===== src/rtl/mem_slot_arbiter.sv =====
`default_nettype none
// ============================================================================
//  Module   : mem_slot_arbiter
//  Purpose  : Time-division arbiter for the single SDRAM port. Each 4 MHz CPU
//             period is split into four 16 MHz slots owned by CPU (0),
//             video (1), DMA (2) and refresh (3). One command is in flight at
//             a time; a slot that arrives while a command is still pending is
//             lost and flagged on overrun.
//  Ports    : clk, reset_n          - clock, asynchronous active-low reset
//             slot_ce, frame_sync   - slot strobe, period-start strobe
//             cpu_*                 - CPU request/write/addr/data, dout, ack
//             vid_*                 - video read request/addr, dout, ack
//             dma_*                 - DMA request/write/addr/data, dout, ack
//             mem_*                 - SDRAM command out, read data/done in
//             overrun               - pulse when a slot is skipped
//  Options  : SLOT_DONATE_EN - when defined, a slot whose owner is idle is
//             given to another requester (CPU > DMA > video); refresh never
//             takes a donated slot.
//  Revision : 1.0 - initial release
// ============================================================================
module mem_slot_arbiter #(
    parameter int AW               = 23,
    parameter int DW               = 8,
    parameter int REFRESH_INTERVAL = 15
) (
    input  logic          clk,
    input  logic          reset_n,
    input  logic          slot_ce,
    input  logic          frame_sync,
    input  logic          cpu_req,
    input  logic          cpu_we,
    input  logic [AW-1:0] cpu_addr,
    input  logic [DW-1:0] cpu_din,
    output logic [DW-1:0] cpu_dout,
    output logic          cpu_ack,
    input  logic          vid_req,
    input  logic [AW-1:0] vid_addr,
    output logic [DW-1:0] vid_dout,
    output logic          vid_ack,
    input  logic          dma_req,
    input  logic          dma_we,
    input  logic [AW-1:0] dma_addr,
    input  logic [DW-1:0] dma_din,
    output logic [DW-1:0] dma_dout,
    output logic          dma_ack,
    output logic          mem_start,
    output logic          mem_we,
    output logic          mem_refresh,
    output logic [AW-1:0] mem_addr,
    output logic [DW-1:0] mem_wdata,
    input  logic [DW-1:0] mem_rdata,
    input  logic          mem_done,
    output logic          overrun
);

    typedef enum logic [0:0] {
        ST_IDLE = 1'b0,
        ST_WAIT = 1'b1
    } state_t;

    localparam logic [1:0] c_own_cpu      = 2'd0;
    localparam logic [1:0] c_own_vid      = 2'd1;
    localparam logic [1:0] c_own_dma      = 2'd2;
    localparam logic [1:0] c_own_ref      = 2'd3;
    localparam logic [7:0] c_refresh_last = 8'(REFRESH_INTERVAL - 1);

    state_t        state_q, state_d;
    logic [1:0]    slot_q, slot_d;
    logic [1:0]    owner_q, owner_d;
    logic [7:0]    refresh_cnt_q, refresh_cnt_d;
    logic          refresh_pending_q, refresh_pending_d;
    logic          mem_start_q, mem_start_d;
    logic          mem_we_q, mem_we_d;
    logic          mem_refresh_q, mem_refresh_d;
    logic [AW-1:0] mem_addr_q, mem_addr_d;
    logic [DW-1:0] mem_wdata_q, mem_wdata_d;
    logic          cpu_ack_q, cpu_ack_d;
    logic          vid_ack_q, vid_ack_d;
    logic          dma_ack_q, dma_ack_d;
    logic [DW-1:0] cpu_dout_q, cpu_dout_d;
    logic [DW-1:0] vid_dout_q, vid_dout_d;
    logic [DW-1:0] dma_dout_q, dma_dout_d;
    logic          overrun_q, overrun_d;

    logic [1:0]    w_slot_next;
    logic [1:0]    w_grant;
    logic          w_grant_valid;

    // Slot being entered at this slot_ce; arbitration looks at this slot,
    // not the one that is ending.
    always_comb begin
        w_slot_next = frame_sync ? 2'd0 : slot_q + 2'd1;
        slot_d      = slot_ce ? w_slot_next : slot_q;
    end

    always_comb begin
        w_grant       = w_slot_next;
        w_grant_valid = 1'b0;
        case (w_slot_next)
            c_own_cpu: w_grant_valid = cpu_req;
            c_own_vid: w_grant_valid = vid_req;
            c_own_dma: w_grant_valid = dma_req;
            default:   w_grant_valid = refresh_pending_q;
        endcase
`ifdef SLOT_DONATE_EN
        if (!w_grant_valid) begin
            if (cpu_req) begin
                w_grant       = c_own_cpu;
                w_grant_valid = 1'b1;
            end else if (dma_req) begin
                w_grant       = c_own_dma;
                w_grant_valid = 1'b1;
            end else if (vid_req) begin
                w_grant       = c_own_vid;
                w_grant_valid = 1'b1;
            end
        end
`endif
    end

    always_comb begin
        state_d           = state_q;
        owner_d           = owner_q;
        refresh_cnt_d     = refresh_cnt_q;
        refresh_pending_d = refresh_pending_q;
        mem_start_d       = 1'b0;
        mem_we_d          = mem_we_q;
        mem_refresh_d     = mem_refresh_q;
        mem_addr_d        = mem_addr_q;
        mem_wdata_d       = mem_wdata_q;
        cpu_ack_d         = 1'b0;
        vid_ack_d         = 1'b0;
        dma_ack_d         = 1'b0;
        cpu_dout_d        = cpu_dout_q;
        vid_dout_d        = vid_dout_q;
        dma_dout_d        = dma_dout_q;
        overrun_d         = 1'b0;

        case (state_q)
            ST_IDLE: begin
                if (slot_ce && w_grant_valid) begin
                    owner_d     = w_grant;
                    mem_start_d = 1'b1;
                    state_d     = ST_WAIT;
                    case (w_grant)
                        c_own_cpu: begin
                            mem_we_d      = cpu_we;
                            mem_refresh_d = 1'b0;
                            mem_addr_d    = cpu_addr;
                            mem_wdata_d   = cpu_din;
                        end
                        c_own_vid: begin
                            mem_we_d      = 1'b0;
                            mem_refresh_d = 1'b0;
                            mem_addr_d    = vid_addr;
                        end
                        c_own_dma: begin
                            mem_we_d      = dma_we;
                            mem_refresh_d = 1'b0;
                            mem_addr_d    = dma_addr;
                            mem_wdata_d   = dma_din;
                        end
                        default: begin
                            mem_we_d          = 1'b0;
                            mem_refresh_d     = 1'b1;
                            refresh_pending_d = 1'b0;
                        end
                    endcase
                end
            end
            default: begin
                // Completion wins over a coinciding slot boundary: that slot
                // is simply lost without an overrun report.
                if (mem_done) begin
                    state_d = ST_IDLE;
                    case (owner_q)
                        c_own_cpu: begin
                            cpu_ack_d = 1'b1;
                            if (!mem_we_q) cpu_dout_d = mem_rdata;
                        end
                        c_own_vid: begin
                            vid_ack_d  = 1'b1;
                            vid_dout_d = mem_rdata;
                        end
                        c_own_dma: begin
                            dma_ack_d = 1'b1;
                            if (!mem_we_q) dma_dout_d = mem_rdata;
                        end
                        default: begin
                        end
                    endcase
                end else if (slot_ce) begin
                    overrun_d = 1'b1;
                end
            end
        endcase

        // Period counter; setting pending takes precedence over a clear in
        // the same cycle so a refresh is never dropped.
        if (slot_ce && frame_sync) begin
            if (refresh_cnt_q == c_refresh_last) begin
                refresh_cnt_d     = 8'd0;
                refresh_pending_d = 1'b1;
            end else begin
                refresh_cnt_d = refresh_cnt_q + 8'd1;
            end
        end
    end

    always_ff @(posedge clk or negedge reset_n) begin
        if (!reset_n) begin
            state_q           <= ST_IDLE;
            slot_q            <= 2'd0;
            owner_q           <= 2'd0;
            refresh_cnt_q     <= 8'd0;
            refresh_pending_q <= 1'b0;
            mem_start_q       <= 1'b0;
            mem_we_q          <= 1'b0;
            mem_refresh_q     <= 1'b0;
            mem_addr_q        <= '0;
            mem_wdata_q       <= '0;
            cpu_ack_q         <= 1'b0;
            vid_ack_q         <= 1'b0;
            dma_ack_q         <= 1'b0;
            cpu_dout_q        <= '0;
            vid_dout_q        <= '0;
            dma_dout_q        <= '0;
            overrun_q         <= 1'b0;
        end else begin
            state_q           <= state_d;
            slot_q            <= slot_d;
            owner_q           <= owner_d;
            refresh_cnt_q     <= refresh_cnt_d;
            refresh_pending_q <= refresh_pending_d;
            mem_start_q       <= mem_start_d;
            mem_we_q          <= mem_we_d;
            mem_refresh_q     <= mem_refresh_d;
            mem_addr_q        <= mem_addr_d;
            mem_wdata_q       <= mem_wdata_d;
            cpu_ack_q         <= cpu_ack_d;
            vid_ack_q         <= vid_ack_d;
            dma_ack_q         <= dma_ack_d;
            cpu_dout_q        <= cpu_dout_d;
            vid_dout_q        <= vid_dout_d;
            dma_dout_q        <= dma_dout_d;
            overrun_q         <= overrun_d;
        end
    end

    assign mem_start   = mem_start_q;
    assign mem_we      = mem_we_q;
    assign mem_refresh = mem_refresh_q;
    assign mem_addr    = mem_addr_q;
    assign mem_wdata   = mem_wdata_q;
    assign cpu_ack     = cpu_ack_q;
    assign vid_ack     = vid_ack_q;
    assign dma_ack     = dma_ack_q;
    assign cpu_dout    = cpu_dout_q;
    assign vid_dout    = vid_dout_q;
    assign dma_dout    = dma_dout_q;
    assign overrun     = overrun_q;

endmodule
`default_nettype wire


===== config.mk =====
export PLATFORM = sky130hd
export DESIGN_NAME = mem_slot_arbiter
export DESIGN_NICKNAME = d
export VERILOG_FILES = /design/src/rtl/mem_slot_arbiter.sv
export SDC_FILE = /design/constraint.sdc
export NUM_CORES = 1
export LEC_CHECK = 0
export ABC_CLOCK_PERIOD_IN_PS = 2600
export CORE_MARGIN = 4
export CORE_UTILIZATION = 37
export DETAILED_ROUTE_END_ITERATION = 6
export PLACE_DENSITY = 0.76
export SYNTH_ARGS = -nofsm -noshare
export SYNTH_HDL_FRONTEND = slang
export SYNTH_SLANG_ARGS = --single-unit

===== constraint.sdc =====
create_clock -name clk -period 2.6 [get_ports clk]
set_input_delay 0.26 -clock clk [delete_from_list [all_inputs] [get_ports clk]]
set_output_delay 0.26 -clock clk [all_outputs]
set_load 0.01 [all_outputs]

* Word level (Yosys, flattened, before mapping)
Cells that the tools add are included.
Storage, ports and cells: word-level logic and storage cells 67, bits in registers 76
Operators by class: bitwise logic cells 2, reductions and logical operators 13, mux-type cells 28, add/sub/neg operators 2, eq/ne operators 5
Operators with widths (number):
- one-hot mux 23 bit (3 select lines) | 1
- two-way mux 1 bit | 22
- one-hot mux 8 bit (2 select lines) | 1
- AND reduction 3 bit | 3
- adder 8 x 1 -> 8 bit (second input constant) | 1
- == test 8 x 4 -> 1 bit (second input constant) | 1
- two-way mux 8 bit | 1
- AND reduction 4 bit | 2
- == test 2 x 1 -> 1 bit (second input constant) | 2
- == test 2 bit (second input constant) | 2
- zero test 2 bit | 2
- one-hot mux 1 bit (3 select lines) | 1
- nonzero test 3 bit | 1
- OR reduction 3 bit | 1
- adder 2 x 1 -> 2 bit (second input constant) | 1
- logical AND 1 bit | 2
- two-way mux 2 bit | 1
- inverter 1 bit | 2
- one-hot mux 1 bit (2 select lines) | 1
- AND reduction 2 bit | 1
- nonzero test 2 bit | 1

* Depth between registers and ports, before layout
word-level depth 9, mapped depth 10, depth with buffers taken out 8

* Worst setup path before layout
Ideal clock, no wire load.
kind reg2reg, from register slot_q[0], to register mem_wdata_q[0], in the netlist mem_wdata[0], path buffers 2, data arrival time 2.309 ns, library setup time 0.125 ns, cell stages (with the launch flop) 10, setup slack 0.166 ns, cells stage by stage dfrtp_1 -> nor2_1 -> inv_1 -> ha_1 -> buf_6 -> a222oi_1 -> a211o_1 -> buf_6 -> nor2_8 -> mux2_4
Between the ends: longest elaborated chain between the ends 6, elaborated cells between the ends (all ways) 10, classes of those cells add/sub: 1; eq/ne: 2; mux: 3; reduce/logical: 4
RTL lines:
- start: declaration | line 68 | logic [1:0] slot_q, slot_d;
- start signal: assignment | line 231 | slot_q <= slot_d;
- adder 2 x 1 -> 2 bit (*) | line 92 | w_slot_next = frame_sync ? 2'd0 : slot_q + 2'd1;
- two-way mux 2 bit (*) | line 92
- via w_grant[0] | line 86 | logic [1:0] w_grant;
- == test 2 bit (tied with other cells) | line 99, 145
- one-hot mux 1 bit (3 select lines) | line 99 | case (w_slot_next)
- logical AND 1 bit | line 141 | if (slot_ce && w_grant_valid) begin
- AND reduction 3 bit (no source line)
- end signal: assignment | line 239 | mem_wdata_q <= mem_wdata_d;
- end: declaration | line 76 | logic [DW-1:0] mem_wdata_q, mem_wdata_d;
The timed path passes the listed nets; every way through them passes the cells marked *. A chain may end at the register's enable or synchronous reset.

* Worst setup path in the final report
from register slot_q[0], to register mem_refresh_q, in the netlist mem_refresh
Between the ends: longest elaborated chain between the ends 6, elaborated cells between the ends (all ways) 10, classes of those cells add/sub: 1; eq/ne: 2; mux: 3; reduce/logical: 4
RTL lines:
- adder 2 x 1 -> 2 bit (*) | line 92
- two-way mux 2 bit (*) | line 92
- via w_grant[1] | line 86
- == test 2 bit (tied with other cells) | line 99, 145
- one-hot mux 1 bit (3 select lines) | line 99
- logical AND 1 bit | line 141
- AND reduction 2 bit (no source line)
- end signal: assignment | line 237 | mem_refresh_q <= mem_refresh_d;
- end: declaration | line 74 | logic mem_refresh_q, mem_refresh_d;
Marked as above.

==> results.toml <==
[outcome]
status = "finished, final reports clean"

[die]
fp.dieW_microns = 105.8
rows = 35
io_pins = 165
fp.dieH_microns = 105.8
fp.dieArea_sq_mm = 0.01120
initial_core_util = 0.3813
core_area_sq_mm = 0.009284

[sta]
period_share = 0.8857
setup_tns_ps = 0
slew_viol_final = 0
final-setup-viol-count = 0
skew_ps = 7.754
hold_violations = 0
max_slew_margin = 0.3778
fin_crit_ps = 2303
rsz0062_at_grt = "false"
worstMarginPinSlew_ps = 933.3
timing.fmax_mhz = 434.2

[routing]
vias_per_cell = 4.752
wl_microns = 9568
wl_per_cell_microns = 15.00
drtAntennaViolNets = 0
drtIter0Drc = 73
drt_drc_violations_left = 0
dr.pass1.iters = 4
num_vias = 3032

[finish]
final_cell_area_sq_mm = 0.005539
fin_cells = 638
area_growth_pct = 56.49
num_antenna_cells = 0
layout_common_cells = "clkdlybuf4s50_1, nand2_1, dfrtp_1"
final_layout_size_suffix_gt1_frac = 0.1218
final_common_cell = "clkdlybuf4s50_1"
nets = 613

[setup_path]
worstPathRequired_ps = 2830
cp_num_buf_inv = 3
endpoint_kind = "flop"
cp_max_fo = 8
critical_path_class = "flop to flop"
crit_path_frequent_cell = "inv_1"
crit_chain = "xnor2_1 > nor2_1 > inv_1 > ha_1 > a222oi_1 > a211o_1 > buf_4 > inv_1 > o21a_1"
start_kind = "flop"
slowest_stage = "dfrtp_1"
path_delay_family = "compound AO/OA/AOI/OAI gates"
cpPeakStageDelay_ps = 400
arrival_ps = 2530

[power_and_ir_drop]
ir_drop_v = 0.0004415
power_density_mw_per_mm2 = 945.0
leakagePower_uw = 0.002371

[job]
drv_cap = 0

[cts]
clock-root-buffer = "clkbuf_8"
clkSinkCount = 76
htreeDepth = 3
cts_resized = 0
clkLatencyLatePin_ps = 340
ctsHoldBuffers = 0
cts_buffers = 9
clk_pin_slew_ps = 80
cts_tree = "done"
clock_path_buffers = 2
post_cts_buffers = 0

[yosys]
syn_area_per_cell_sq_um = 10.47
synth_cell_types = 37
netlist_area_sq_mm = 0.003540
syn_nets = 447
yosys-top-cells-area = "dfrtp_1, nand2_1, mux2_2, o21ai_0, a22oi_1"
synth_top_area_cell = "dfrtp_1"
synth_top_area_share = 0.5373
synthCells = 338
ys_warn_count = 0
ys_ff_latch = 76
yosysSeqAreaShare = 0.5373

[global_route]
grt_start_max_net_pins = 77
grt.overflow.total = 0
antenna_found_initial = 0
grt_pass1_wl_microns = 15440
first_global_vias = 3100
grt_usage = 0.1719

[place]
dp_hpwl_microns = 7325
gp_congestion = 0.8483
place_area_sq_mm = 0.005346
portBuffers = 164
placed_cells = 622

[min_path]
hp-class = "input port to asynchronous set/reset pin"
## cells in the mapped netlist
cell type and instances:
a22oi_1 24, a211o_1 1, or4b_1 1, nor3_1 5, o41ai_1 1, xnor2_1 3, nor2_1 2, xor2_1 1
and3_1 1, o31ai_1 3, clkbuf_1 10, nor2b_1 2, a222oi_1 1, a31oi_1 2, o21ai_0 53, nand2b_1 2
o21a_1 1, or3_1 1, buf_2 5, nor3b_1 3, nor2_8 1, inv_1 6, ha_1 6, nor4_2 1
buf_6 2, a21o_1 1, mux2_4 8, nand4b_1 1, nand3b_1 1, clkbuf_2 1, clkinv_1 1, nand4_1 1
buf_1 1, dfrtp_1 76, nand2_1 81, nand3_1 2, mux2_2 26
## registers in the layout, summed over array words and instances, names as in the netlist
register	flops
dma_ack	1
cpu_dout	8
mem_we	1
state_q	1
mem_refresh	1
cpu_ack	1
refresh_cnt_q	8
slot_q	2
mem_start	1
overrun	1
mem_addr	23
vid_ack	1
dma_dout	8
mem_wdata	8
vid_dout	8
owner_q	2
refresh_pending_q	1
## logic make-up after synthesis
group / after synthesis / synth area share
buffers and inverters: 26 / 0.03393
DFF: 76 / 0.5373
xor gates and xnor gates: 4 / 0.009899
adders and majority gates: 6 / 0.02121
and+or+nand+nor: 105 / 0.1333
muxes: 34 / 0.1167
AOI/OAI and AO/OA: 87 / 0.1478
## per-layer routing
metal  vias up  share of wire  global-route usage
met5         -              0                   0
met4         0         0.0073             0.04718
met3         8          0.059             0.04042
met2        99           0.50              0.2928
met1      1411           0.44              0.2190
li1       1514              -                   -
## per-stage QoR
stage,power (uW),utilization,hold slack [ps],worst slack (ps)
after global routing,5605,0.5966,132.9,160.0
after CTS,5315,0.5966,84.83,291.5
final,5234,0.5966,59.15,297.1
after floorplan,3053,-,-35.59,166.2
after global placement,4344,0.5759,451.6,187.2
after detailed placement,4429,0.5759,459.4,8.916
## worst paths after layout
path	startpoint	end	slack, ps	cells after the start
worst max-delay path	slot_q[0]	mem_refresh	300	9
max in group asynchronous	reset_n	mem_addr[2]	1930	1
min in group clk	mem_addr[2]	mem_addr[2]	480	2
worst min-delay path	reset_n	mem_addr[10]	60	1
worst min register to register	mem_addr[2]	mem_addr[2]	480	2
worst max register to register	slot_q[0]	mem_refresh	300	9
## layout make-up
type	instances	area, sq um
clock buffers	10	127.6
clock inverters	6	65.06
fillers	810	3745
inverters	7	26.28
multi-input cells	236	1518
flip-flops and latches	76	1902
well taps	129	161.4
repair buffers	174	1739
## where the power goes
part | internal, uW | switching, uW
clock | 442 | 421
sequential | 1690 | 321
combinational | 1370 | 988
total | 3500 | 1730
(Power assumes the default switching activity.)
